<file path="src/rtl/ps2_dir_pkg.sv">
// ps2_dir_pkg
//   Shared definitions for the PS/2 direction decoder slice: prefix and
//   scan-code constants, direction and parser-state encodings, the 3-bit
//   event word layout {release, dir}, and the scan-code mapping function.
package ps2_dir_pkg;

    localparam logic [7:0] SC_PREFIX_EXT = 8'hE0;
    localparam logic [7:0] SC_PREFIX_BRK = 8'hF0;

    localparam logic [7:0] SC_ARROW_UP    = 8'h75;
    localparam logic [7:0] SC_ARROW_DOWN  = 8'h72;
    localparam logic [7:0] SC_ARROW_LEFT  = 8'h6B;
    localparam logic [7:0] SC_ARROW_RIGHT = 8'h74;

    localparam logic [7:0] SC_KEY_W = 8'h1D;
    localparam logic [7:0] SC_KEY_S = 8'h1B;
    localparam logic [7:0] SC_KEY_A = 8'h1C;
    localparam logic [7:0] SC_KEY_D = 8'h23;

    typedef enum logic [1:0] {
        DIR_UP    = 2'd0,
        DIR_DOWN  = 2'd1,
        DIR_LEFT  = 2'd2,
        DIR_RIGHT = 2'd3
    } dir_e;

    typedef enum logic [1:0] {
        ST_IDLE    = 2'd0,
        ST_EXT     = 2'd1,
        ST_BRK     = 2'd2,
        ST_EXT_BRK = 2'd3
    } parse_state_e;

    // Event word as stored in the FIFO: MSB = release flag, LSBs = direction.
    typedef struct packed {
        logic rel;
        dir_e dir;
    } event_t;

    typedef struct packed {
        logic hit;
        dir_e dir;
    } map_t;

    localparam int EVENT_W = $bits(event_t);

    // Translate a scan code into a direction. Arrows only exist behind the
    // E0 prefix; WASD only as unprefixed codes and only when enabled.
    function automatic map_t map_code(input logic [7:0] code,
                                      input logic       ext,
                                      input logic       wasd_en);
        map_t m;
        m.hit = 1'b0;
        m.dir = DIR_UP;
        if (ext) begin
            case (code)
                SC_ARROW_UP:    begin m.hit = 1'b1; m.dir = DIR_UP;    end
                SC_ARROW_DOWN:  begin m.hit = 1'b1; m.dir = DIR_DOWN;  end
                SC_ARROW_LEFT:  begin m.hit = 1'b1; m.dir = DIR_LEFT;  end
                SC_ARROW_RIGHT: begin m.hit = 1'b1; m.dir = DIR_RIGHT; end
                default:        begin m.hit = 1'b0; m.dir = DIR_UP;    end
            endcase
        end else if (wasd_en) begin
            case (code)
                SC_KEY_W: begin m.hit = 1'b1; m.dir = DIR_UP;    end
                SC_KEY_S: begin m.hit = 1'b1; m.dir = DIR_DOWN;  end
                SC_KEY_A: begin m.hit = 1'b1; m.dir = DIR_LEFT;  end
                SC_KEY_D: begin m.hit = 1'b1; m.dir = DIR_RIGHT; end
                default:  begin m.hit = 1'b0; m.dir = DIR_UP;    end
            endcase
        end else begin
            m.hit = 1'b0;
            m.dir = DIR_UP;
        end
        return m;
    endfunction

endpackage

</file>
<file path="src/rtl/ps2_direction_decoder_if.sv">
// ps2_direction_decoder_if
//   Bundles the byte-stream input and the event/status outputs of the
//   direction decoder.
//   master: drives EN, ps2_byte, ps2_byte_valid, rd_en; observes events.
//   slave : the decoder itself.
//   Signals: EN (decoder enable), ps2_byte/ps2_byte_valid (scan-code byte
//   and strobe), rd_en (pop event), event_valid/event_dir/event_release
//   (FIFO head), held (live key mask), fifo_count, overflow (sticky drop).
interface ps2_direction_decoder_if #(
    parameter int FIFO_DEPTH = 4,
    parameter int CNT_W      = $clog2(FIFO_DEPTH + 1)
);
    logic             EN;
    logic [7:0]       ps2_byte;
    logic             ps2_byte_valid;
    logic             rd_en;
    logic             event_valid;
    logic [1:0]       event_dir;
    logic             event_release;
    logic [3:0]       held;
    logic [CNT_W-1:0] fifo_count;
    logic             overflow;

    modport master (
        output EN, ps2_byte, ps2_byte_valid, rd_en,
        input  event_valid, event_dir, event_release, held, fifo_count, overflow
    );

    modport slave (
        input  EN, ps2_byte, ps2_byte_valid, rd_en,
        output event_valid, event_dir, event_release, held, fifo_count, overflow
    );
endinterface

</file>
<file path="src/rtl/ps2_event_fifo.sv">
// ps2_event_fifo
//   Synchronous show-ahead FIFO. The head word, its valid flag and the
//   occupancy count are registered so a push in cycle N is visible in N+1.
//   Ports: clk, rst_n (synchronous active-low), push/push_data (write),
//   pop_req (read, ignored when empty), head_valid/head_data (show-ahead
//   head, data forced to 0 when empty), count (entries stored),
//   dropped (combinational: this cycle's push is being discarded).
//   A push while full succeeds only if a pop happens in the same cycle.
module ps2_event_fifo #(
    parameter int DEPTH = 4,
    parameter int WIDTH = 3,
    parameter int CNT_W = $clog2(DEPTH + 1)
) (
    input  logic             clk,
    input  logic             rst_n,
    input  logic             push,
    input  logic [WIDTH-1:0] push_data,
    input  logic             pop_req,
    output logic             head_valid,
    output logic [WIDTH-1:0] head_data,
    output logic [CNT_W-1:0] count,
    output logic             dropped
);
    localparam int               PTR_W    = (DEPTH > 1) ? $clog2(DEPTH) : 1;
    localparam logic [CNT_W-1:0] CNT_FULL = CNT_W'(DEPTH);
    localparam logic [CNT_W-1:0] CNT_ONE  = CNT_W'(1'b1);
    localparam logic [PTR_W-1:0] PTR_ONE  = PTR_W'(1'b1);

    logic [WIDTH-1:0] mem_r [DEPTH];
    logic [PTR_W-1:0] wr_ptr_r;
    logic [PTR_W-1:0] rd_ptr_r;
    logic [CNT_W-1:0] count_r;
    logic             head_valid_r;
    logic [WIDTH-1:0] head_r;

    logic             empty_s;
    logic             full_s;
    logic             pop_s;
    logic             push_ok_s;
    logic [PTR_W-1:0] wr_ptr_nxt_s;
    logic [PTR_W-1:0] rd_ptr_nxt_s;
    logic [CNT_W-1:0] count_nxt_s;
    logic [WIDTH-1:0] head_nxt_s;

    // Next pointers, count and head word for the registered show-ahead view.
    always_comb begin
        empty_s   = (count_r == {CNT_W{1'b0}});
        full_s    = (count_r == CNT_FULL);
        pop_s     = pop_req && !empty_s;
        push_ok_s = push && (!full_s || pop_s);

        wr_ptr_nxt_s = push_ok_s ? (wr_ptr_r + PTR_ONE) : wr_ptr_r;
        rd_ptr_nxt_s = pop_s     ? (rd_ptr_r + PTR_ONE) : rd_ptr_r;

        case ({push_ok_s, pop_s})
            2'b10:   count_nxt_s = count_r + CNT_ONE;
            2'b01:   count_nxt_s = count_r - CNT_ONE;
            default: count_nxt_s = count_r;
        endcase

        // The slot being written this cycle becomes the head only when it is
        // the next read slot (FIFO empty, or one entry popped and replaced).
        if (count_nxt_s == {CNT_W{1'b0}}) begin
            head_nxt_s = {WIDTH{1'b0}};
        end else if (push_ok_s && (wr_ptr_r == rd_ptr_nxt_s)) begin
            head_nxt_s = push_data;
        end else begin
            head_nxt_s = mem_r[rd_ptr_nxt_s];
        end
    end

    // Storage, pointers and registered head/count.
    always_ff @(posedge clk) begin
        if (!rst_n) begin
            for (int i = 0; i < DEPTH; i++) begin
                mem_r[i] <= {WIDTH{1'b0}};
            end
            wr_ptr_r     <= {PTR_W{1'b0}};
            rd_ptr_r     <= {PTR_W{1'b0}};
            count_r      <= {CNT_W{1'b0}};
            head_valid_r <= 1'b0;
            head_r       <= {WIDTH{1'b0}};
        end else begin
            if (push_ok_s) begin
                mem_r[wr_ptr_r] <= push_data;
            end
            wr_ptr_r     <= wr_ptr_nxt_s;
            rd_ptr_r     <= rd_ptr_nxt_s;
            count_r      <= count_nxt_s;
            head_valid_r <= (count_nxt_s != {CNT_W{1'b0}});
            head_r       <= head_nxt_s;
        end
    end

    assign head_valid = head_valid_r;
    assign head_data  = head_r;
    assign count      = count_r;
    assign dropped    = push && !push_ok_s;

endmodule

</file>
<file path="src/rtl/ps2_direction_decoder.sv">
// ps2_direction_decoder
//   Parses the raw PS/2 byte stream (E0 extended prefix, F0 break prefix)
//   and turns arrow keys (and optionally unprefixed WASD) into press/release
//   events for four directions, queued in a show-ahead event FIFO. Also
//   keeps a live mask of held directions.
//   Ports: CLOCK_50 (clock), KEY (synchronous active-low reset),
//   bus (ps2_direction_decoder_if.slave): EN, ps2_byte, ps2_byte_valid,
//   rd_en in; event_valid, event_dir, event_release, held, fifo_count,
//   overflow out.
//   Build option: define PS2_TYPEMATIC_FILTER_EN to suppress make codes for
//   a direction that is already held (keyboard auto-repeat).
module ps2_direction_decoder
    import ps2_dir_pkg::*;
#(
    parameter int FIFO_DEPTH  = 4,
    parameter int ENABLE_WASD = 1,
    parameter int CNT_W       = $clog2(FIFO_DEPTH + 1)
) (
    input  logic                   CLOCK_50,
    input  logic                   KEY,
    ps2_direction_decoder_if.slave bus
);
    localparam logic WASD_EN = (ENABLE_WASD != 32'sd0) ? 1'b1 : 1'b0;

    parse_state_e     state_r;
    parse_state_e     state_nxt_s;
    logic [3:0]       held_r;
    logic [3:0]       held_nxt_s;
    logic             overflow_r;

    logic             is_prefix_s;
    logic             ext_s;
    logic             brk_s;
    map_t             map_s;
    logic             push_s;
    event_t           push_evt_s;

    logic             fifo_valid_s;
    logic [EVENT_W-1:0] fifo_head_s;
    event_t           head_evt_s;
    logic [CNT_W-1:0] fifo_count_s;
    logic             fifo_dropped_s;

    // Parser state register.
    always_ff @(posedge CLOCK_50) begin
        if (!KEY) begin
            state_r <= ST_IDLE;
        end else begin
            state_r <= state_nxt_s;
        end
    end

    // Parser next state; a prefix byte in a break state abandons the sequence.
    always_comb begin
        state_nxt_s = state_r;
        if (!bus.EN) begin
            state_nxt_s = ST_IDLE;
        end else if (bus.ps2_byte_valid) begin
            case (state_r)
                ST_IDLE: begin
                    if (bus.ps2_byte == SC_PREFIX_EXT) begin
                        state_nxt_s = ST_EXT;
                    end else if (bus.ps2_byte == SC_PREFIX_BRK) begin
                        state_nxt_s = ST_BRK;
                    end else begin
                        state_nxt_s = ST_IDLE;
                    end
                end
                ST_EXT: begin
                    if (bus.ps2_byte == SC_PREFIX_BRK) begin
                        state_nxt_s = ST_EXT_BRK;
                    end else if (bus.ps2_byte == SC_PREFIX_EXT) begin
                        state_nxt_s = ST_EXT;
                    end else begin
                        state_nxt_s = ST_IDLE;
                    end
                end
                ST_BRK:     state_nxt_s = ST_IDLE;
                ST_EXT_BRK: state_nxt_s = ST_IDLE;
                default:    state_nxt_s = ST_IDLE;
            endcase
        end else begin
            state_nxt_s = state_r;
        end
    end

    // Parser outputs: decoded event push and next held mask.
    always_comb begin
        is_prefix_s = (bus.ps2_byte == SC_PREFIX_EXT) || (bus.ps2_byte == SC_PREFIX_BRK);
        ext_s       = (state_r == ST_EXT) || (state_r == ST_EXT_BRK);
        brk_s       = (state_r == ST_BRK) || (state_r == ST_EXT_BRK);
        map_s       = map_code(bus.ps2_byte, ext_s, WASD_EN);
        push_s      = 1'b0;
        push_evt_s  = '{rel: 1'b0, dir: DIR_UP};
        held_nxt_s  = held_r;

        if (!bus.EN) begin
            held_nxt_s = 4'b0000;
        end else if (bus.ps2_byte_valid && !is_prefix_s && map_s.hit) begin
            if (brk_s) begin
                held_nxt_s[map_s.dir] = 1'b0;
                push_s                = 1'b1;
                push_evt_s            = '{rel: 1'b1, dir: map_s.dir};
            end else begin
`ifdef PS2_TYPEMATIC_FILTER_EN
                // Auto-repeat of an already held direction is swallowed.
                if (held_r[map_s.dir]) begin
                    push_s = 1'b0;
                end else begin
                    held_nxt_s[map_s.dir] = 1'b1;
                    push_s                = 1'b1;
                    push_evt_s            = '{rel: 1'b0, dir: map_s.dir};
                end
`else
                held_nxt_s[map_s.dir] = 1'b1;
                push_s                = 1'b1;
                push_evt_s            = '{rel: 1'b0, dir: map_s.dir};
`endif
            end
        end else begin
            held_nxt_s = held_r;
        end
    end

    // Held mask and sticky overflow flag.
    always_ff @(posedge CLOCK_50) begin
        if (!KEY) begin
            held_r     <= 4'b0000;
            overflow_r <= 1'b0;
        end else begin
            held_r     <= held_nxt_s;
            overflow_r <= overflow_r | fifo_dropped_s;
        end
    end

    ps2_event_fifo #(
        .DEPTH (FIFO_DEPTH),
        .WIDTH (EVENT_W),
        .CNT_W (CNT_W)
    ) u_fifo (
        .clk        (CLOCK_50),
        .rst_n      (KEY),
        .push       (push_s),
        .push_data  (push_evt_s),
        .pop_req    (bus.rd_en),
        .head_valid (fifo_valid_s),
        .head_data  (fifo_head_s),
        .count      (fifo_count_s),
        .dropped    (fifo_dropped_s)
    );

    assign head_evt_s        = event_t'(fifo_head_s);
    assign bus.event_valid   = fifo_valid_s;
    assign bus.event_dir     = head_evt_s.dir;
    assign bus.event_release = head_evt_s.rel;
    assign bus.held          = held_r;
    assign bus.fifo_count    = fifo_count_s;
    assign bus.overflow      = overflow_r;

endmodule

</file>
<file path="src/flat_wrapper.sv">
// flat-port wrapper written by rule: the top's interface ports become plain ports
module ps2_direction_decoder_flat import ps2_dir_pkg::*;
#(
    parameter int FIFO_DEPTH  = 4,
    parameter int ENABLE_WASD = 1,
    parameter int CNT_W       = $clog2(FIFO_DEPTH + 1)
)
  (CLOCK_50, KEY, bus_EN, bus_ps2_byte, bus_ps2_byte_valid, bus_rd_en, bus_event_valid, bus_event_dir, bus_event_release, bus_held, bus_fifo_count, bus_overflow);
  ps2_direction_decoder_if #(.FIFO_DEPTH(FIFO_DEPTH), .CNT_W(CNT_W)) bus_i ();
  input  logic CLOCK_50;
  input  logic KEY;
  input wire logic [$bits(bus_i.EN)-1:0] bus_EN;
  input wire logic [$bits(bus_i.ps2_byte)-1:0] bus_ps2_byte;
  input wire logic [$bits(bus_i.ps2_byte_valid)-1:0] bus_ps2_byte_valid;
  input wire logic [$bits(bus_i.rd_en)-1:0] bus_rd_en;
  output wire logic [$bits(bus_i.event_valid)-1:0] bus_event_valid;
  output wire logic [$bits(bus_i.event_dir)-1:0] bus_event_dir;
  output wire logic [$bits(bus_i.event_release)-1:0] bus_event_release;
  output wire logic [$bits(bus_i.held)-1:0] bus_held;
  output wire logic [$bits(bus_i.fifo_count)-1:0] bus_fifo_count;
  output wire logic [$bits(bus_i.overflow)-1:0] bus_overflow;
  assign bus_i.EN = bus_EN;
  assign bus_i.ps2_byte = bus_ps2_byte;
  assign bus_i.ps2_byte_valid = bus_ps2_byte_valid;
  assign bus_i.rd_en = bus_rd_en;
  assign bus_event_valid = bus_i.event_valid;
  assign bus_event_dir = bus_i.event_dir;
  assign bus_event_release = bus_i.event_release;
  assign bus_held = bus_i.held;
  assign bus_fifo_count = bus_i.fifo_count;
  assign bus_overflow = bus_i.overflow;
  ps2_direction_decoder #(.FIFO_DEPTH(FIFO_DEPTH), .ENABLE_WASD(ENABLE_WASD), .CNT_W(CNT_W)) u_core (.CLOCK_50(CLOCK_50), .KEY(KEY), .bus(bus_i));
endmodule
</file>
<file path="config.mk">
export PLATFORM = sky130hd
export DESIGN_NAME = ps2_direction_decoder_flat
export DESIGN_NICKNAME = d
export VERILOG_FILES = /design/src/rtl/ps2_dir_pkg.sv /design/src/rtl/ps2_direction_decoder_if.sv /design/src/rtl/ps2_event_fifo.sv /design/src/rtl/ps2_direction_decoder.sv /design/src/flat_wrapper.sv
export SDC_FILE = /design/constraint.sdc
export NUM_CORES = 1
export LEC_CHECK = 0
export ABC_CLOCK_PERIOD_IN_PS = 4500
export CAP_MARGIN = 20
export CORE_AREA = 2 2 70 72
export CTS_CLUSTER_SIZE = 12
export DETAILED_ROUTE_END_ITERATION = 8
export DIE_AREA = 0 0 72 74
export GPL_ROUTABILITY_DRIVEN = 0
export PLACE_DENSITY = 0.71
export SLEW_MARGIN = 0
export SYNTH_ARGS = -nofsm -noshare
export SYNTH_HDL_FRONTEND = slang
export SYNTH_SLANG_ARGS = --single-unit
</file>
<file path="constraint.sdc">
create_clock -name CLOCK_50 -period 4.5 [get_ports CLOCK_50]
set_input_delay 0.9 -clock CLOCK_50 [delete_from_list [all_inputs] [get_ports CLOCK_50]]
set_output_delay 0.9 -clock CLOCK_50 [all_outputs]
set_load 0.005 [all_outputs]
</file>
==> impl.org <==
** Status
- Status :: finished clean

** Global route
- The first global-routing pass estimated 6290 µm of wire.
- Vias in the first global route :: 1279
- Grt ovf :: 0
- GRT Resource Usage Total :: 15.6%
- Entering global routing, the biggest net connects 12 pins.
- The number of antenna violations at the first check in global routing is 0.

** Clock network
- Maximum clock insertion buffer count :: 2
- H-tree depth reported by CTS :: 2
- The clock drives 30 sinks.
- Count of cells resized by post-cts repair :: 0
- Post-cts hold buffer count :: 0
- Clock tree synthesis selected as its root buffer the cell clkbuf_8.
- Post-CTS timing repair inserted 0 buffers for setup.
- Clock-pin slew was measured on the worst setup and hold paths at 70 ps.
- Worst skew pair latency :: 280 ps
- Clock buffer count from CTS :: 5
- Clock tree from TritonCTS :: built

** Route
- Routed wire per std cell :: 14.7 µm
- DRT Wirelength :: 3670 µm
- The count of nets left with antenna violations once routing finished came out at 0.
- The detailed router finished its first iteration with 59 violations.
- For this run, design rule violations remaining after detail routing come to 0.
- Per-cell via count in the routed design :: 5.38
- Total number of vias :: 1345
- For this run, the detailed router's first-pass iteration total came to 4.

** STA
- Setup-failing EPs final :: 0
- The hold violation count in the final report is 0.
- For the final database, setup skew stands at 8.30 ps.
- At the pin with the least slew margin, the transition time is 494 ps.
- Top achievable clock speed :: 243 MHz
- Adding up every negative setup slack in the final design gives 0 ps.
- Counting I/O delays and the setup requirement, the final critical path takes 4110 ps.
- In the finished design, the share of the clock period the worst path needs comes to 91.3%.
- Setup repair after global routing left no endpoint under its margin.
- Number of pins exceeding their max-slew limit in the final report :: 0
- Max-slew headroom at the worst pin :: 66.7%
- Setup WS post-layout :: 391 ps

** Floorplanning
- I/O pin total :: 25
- The initial utilization of the core area, before any placement, comes to 38.4%.
- Die outline area :: 5330 µm²
- The floorplan step set the die height to 74 µm.
- Placeable core region :: 4600 µm²
- Core Rows :: 25
- Measured along the x axis, the die boundary spans 72 µm.

** Yosys
- Of all flip-flops after synthesis, the portion carrying an async set or reset was 0%.
- Counting flops with a built-in enable in the synthesized netlist gives 12.
- Warnings, synthesis :: 0
- Summing every instance area after synthesis gives 1770 µm².
- After synthesis the netlist holds a flip-flop and latch count of 30.
- For this run, the leading register cell type out of synthesis is dfxtp_1.
- After synthesis, the netlist uses 55 different library cells.
- Each instance of the synthesized netlist takes up on average 10.7 µm².
- After synthesis, flip-flops and latches occupy 40.8% of the total area.
- Counting every net in the synthesized netlist gives 180.
- Syn Inst Count :: 165

** Placed design
- The HPWL after detailed placement is 2860 µm.
- Buffers placed on the I/O ports in this run total 24.
- Before CTS, the worst setup slack after placement is 108 ps.
- Instance count after placement with tap cells included :: 242

** Worst hold path
- In this run the worst hold path is classified as reg2reg.

** Final layout
- From synthesis to final layout, the design area changed by 21.5%.
- Nets :: 210
- Fraction of layout cells with a size suffix above 1 :: 14.8%
- Flip-flop and latch area :: 721 µm²
- Number of standard cells in the layout, taps in and fillers out :: 250
- Area of combinational cells with multiple inputs :: 960 µm²
- Counting the fill cells in the layout gives 454.
- Number of antenna diodes :: 0

** Power
- In this run switching power makes up 32.2% of total power.
- Summed over all cells, the static leakage comes to 0.782 nW.
- Of the total power, combinational logic draws 31.4%.
- Per report_power, the sequential group accounts for 42.3% of the total.
- Power density over the cells :: 379 nW/µm²
- Of the total power, the clock network draws 26.3%.
- The internal power of the cells totals 0.552 mW.
- Power comes to 0.814 mW.
- Peak supply drop :: 0.129 mV
- The analysis attributes to net switching a power of 0.262 mW.

** Worst setup path
- Critical path data required time :: 4710 ps
- The worst setup path is launched from an input pin.
- The critical path contains buffers and inverters numbering 2 combined.
- Traced cell by cell, the critical path runs through clkdlybuf4s50_1 -> or4b_1 -> o21ai_1 -> and2b_1 -> nand3_1 -> ha_1 -> inv_1 -> fa_1 -> xor2_1 -> or3_1 -> a21oi_1 -> a21o_2 -> or3b_1 -> mux2i_1.
- On the worst path, the slowest cell contributes a delay of 570 ps.
- Slowest cell on the critical path :: or4b_1
- Grouping stages by cell kind, the critical path spends the most delay in simple AND/OR/NAND/NOR gates.
- STA classifies the critical path endpoint as a flop.
- In this run the worst path has a maximum fanout of 7.
- Data on the critical path arrives at its endpoint at 4320 ps.
- WS Path Type :: in2reg

** Flow run
- Max Cap Violations :: 0
power groups by stage:
stage	Sequential [mW]	Clock, mW	Combinational, mW
final	0.344	0.214	0.255
after global routing	0.349	0.234	0.279
after CTS	0.344	0.221	0.257
after detailed placement	0.351	0	0.256
after global placement	0.348	0	0.247
after floorplan	0.346	0	0.173
cell usage after synthesis (2+ instances only):
library cell	n	area [µm²]
nor2_1	19	71.3
dfxtp_1	18	360
inv_1	13	48.8
edfxtp_1	12	360
mux2i_1	7	70.1
nand2_1	6	22.5
nand4_1	6	37.5
nor3_1	5	25.0
o21ai_0	5	25.0
a21oi_1	4	20.0
nand3_1	4	20.0
xor2_1	4	35.0
buf_6	3	33.8
mux4_1	3	78.8
nand3b_1	3	22.5
nand4b_1	3	26.3
or3b_1	3	26.3
xnor2_1	3	26.3
a211oi_1	2	15.0
and2b_1	2	15.0
nand2b_1	2	12.5
nor4_1	2	12.5
o311ai_4	2	52.6
or2_2	2	12.5
or3_1	2	12.5
tightest hold or removal path: cells and delay by family, from the launching register on:
family	cells	cell delay, ps
simple gates	1	70
flops	1	330
compound gates	1	50
cells by family after synthesis:
kind of cell / share of synthesized area [%]
adder cells (fa/ha/maj): 1.84
buffers and inverters: 4.89
AND/OR/NAND/NOR: 24.0
flip-flops: 40.8
multiplexers: 10.1
XOR/XNOR: 5.03
AO/OA/AOI/OAI: 13.4
through the flow:
stage	util (%)	area, µm²	hold WS [ps]
floorplan	-	1770	461
global placement	44.8	2060	471
detailed placement	44.8	2060	470
CTS	46.7	2150	485
global route	46.7	2150	514
finish	46.7	2150	478
cells in the final DEF (no fill, tap or decap), types with 3 or more instances in the layout:
master           instances
nand4_1                  6
nand2_1                  6
mux2i_1                  7
xor2_1                   4
dfxtp_1                 18
nand3_1                  4
nand4b_1                 3
buf_4                    3
nand3b_1                 3
edfxtp_1                12
a21oi_1                  4
inv_1                   13
nor2_1                  19
mux4_1                   3
nor3_1                   5
xnor2_1                  3
clkdlybuf4s50_1         24
clkbuf_8                 5
or3b_1                   3
o21ai_0                  5
routing by layer:
metal | GRT usage, % | up-vias | share of wire (%)
met5 | 0 | - | 0
met4 | 5.66 | 0 | 1.4
met3 | 4.07 | 7 | 3.2
met2 | 24.8 | 23 | 50
met1 | 20.8 | 643 | 46
li1 | - | 672 | -
area by class of cell:
cell class	instances	share of cell area, %
clock inverters	2	0.699
inverters	13	2.27
multi-input cells	118	44.7
clock buffers	6	3.38
repair buffers	27	12.2
well taps	54	3.15
flip-flops and latches	30	33.6
path summary, 6_finish.rpt:
check                               from                         end  slack, ps  cells past startpoint
setup / recovery         bus_ps2_byte[0]  u_core.u_fifo.head_data[1]        390                     14
hold / removal       u_core.bus.overflow         u_core.bus.overflow        480                      2
hold reg to reg      u_core.bus.overflow         u_core.bus.overflow        480                      2
setup reg to reg  u_core.u_fifo.count[2]  u_core.u_fifo.head_data[1]       1260                     12
(Power assumes the default switching activity.)
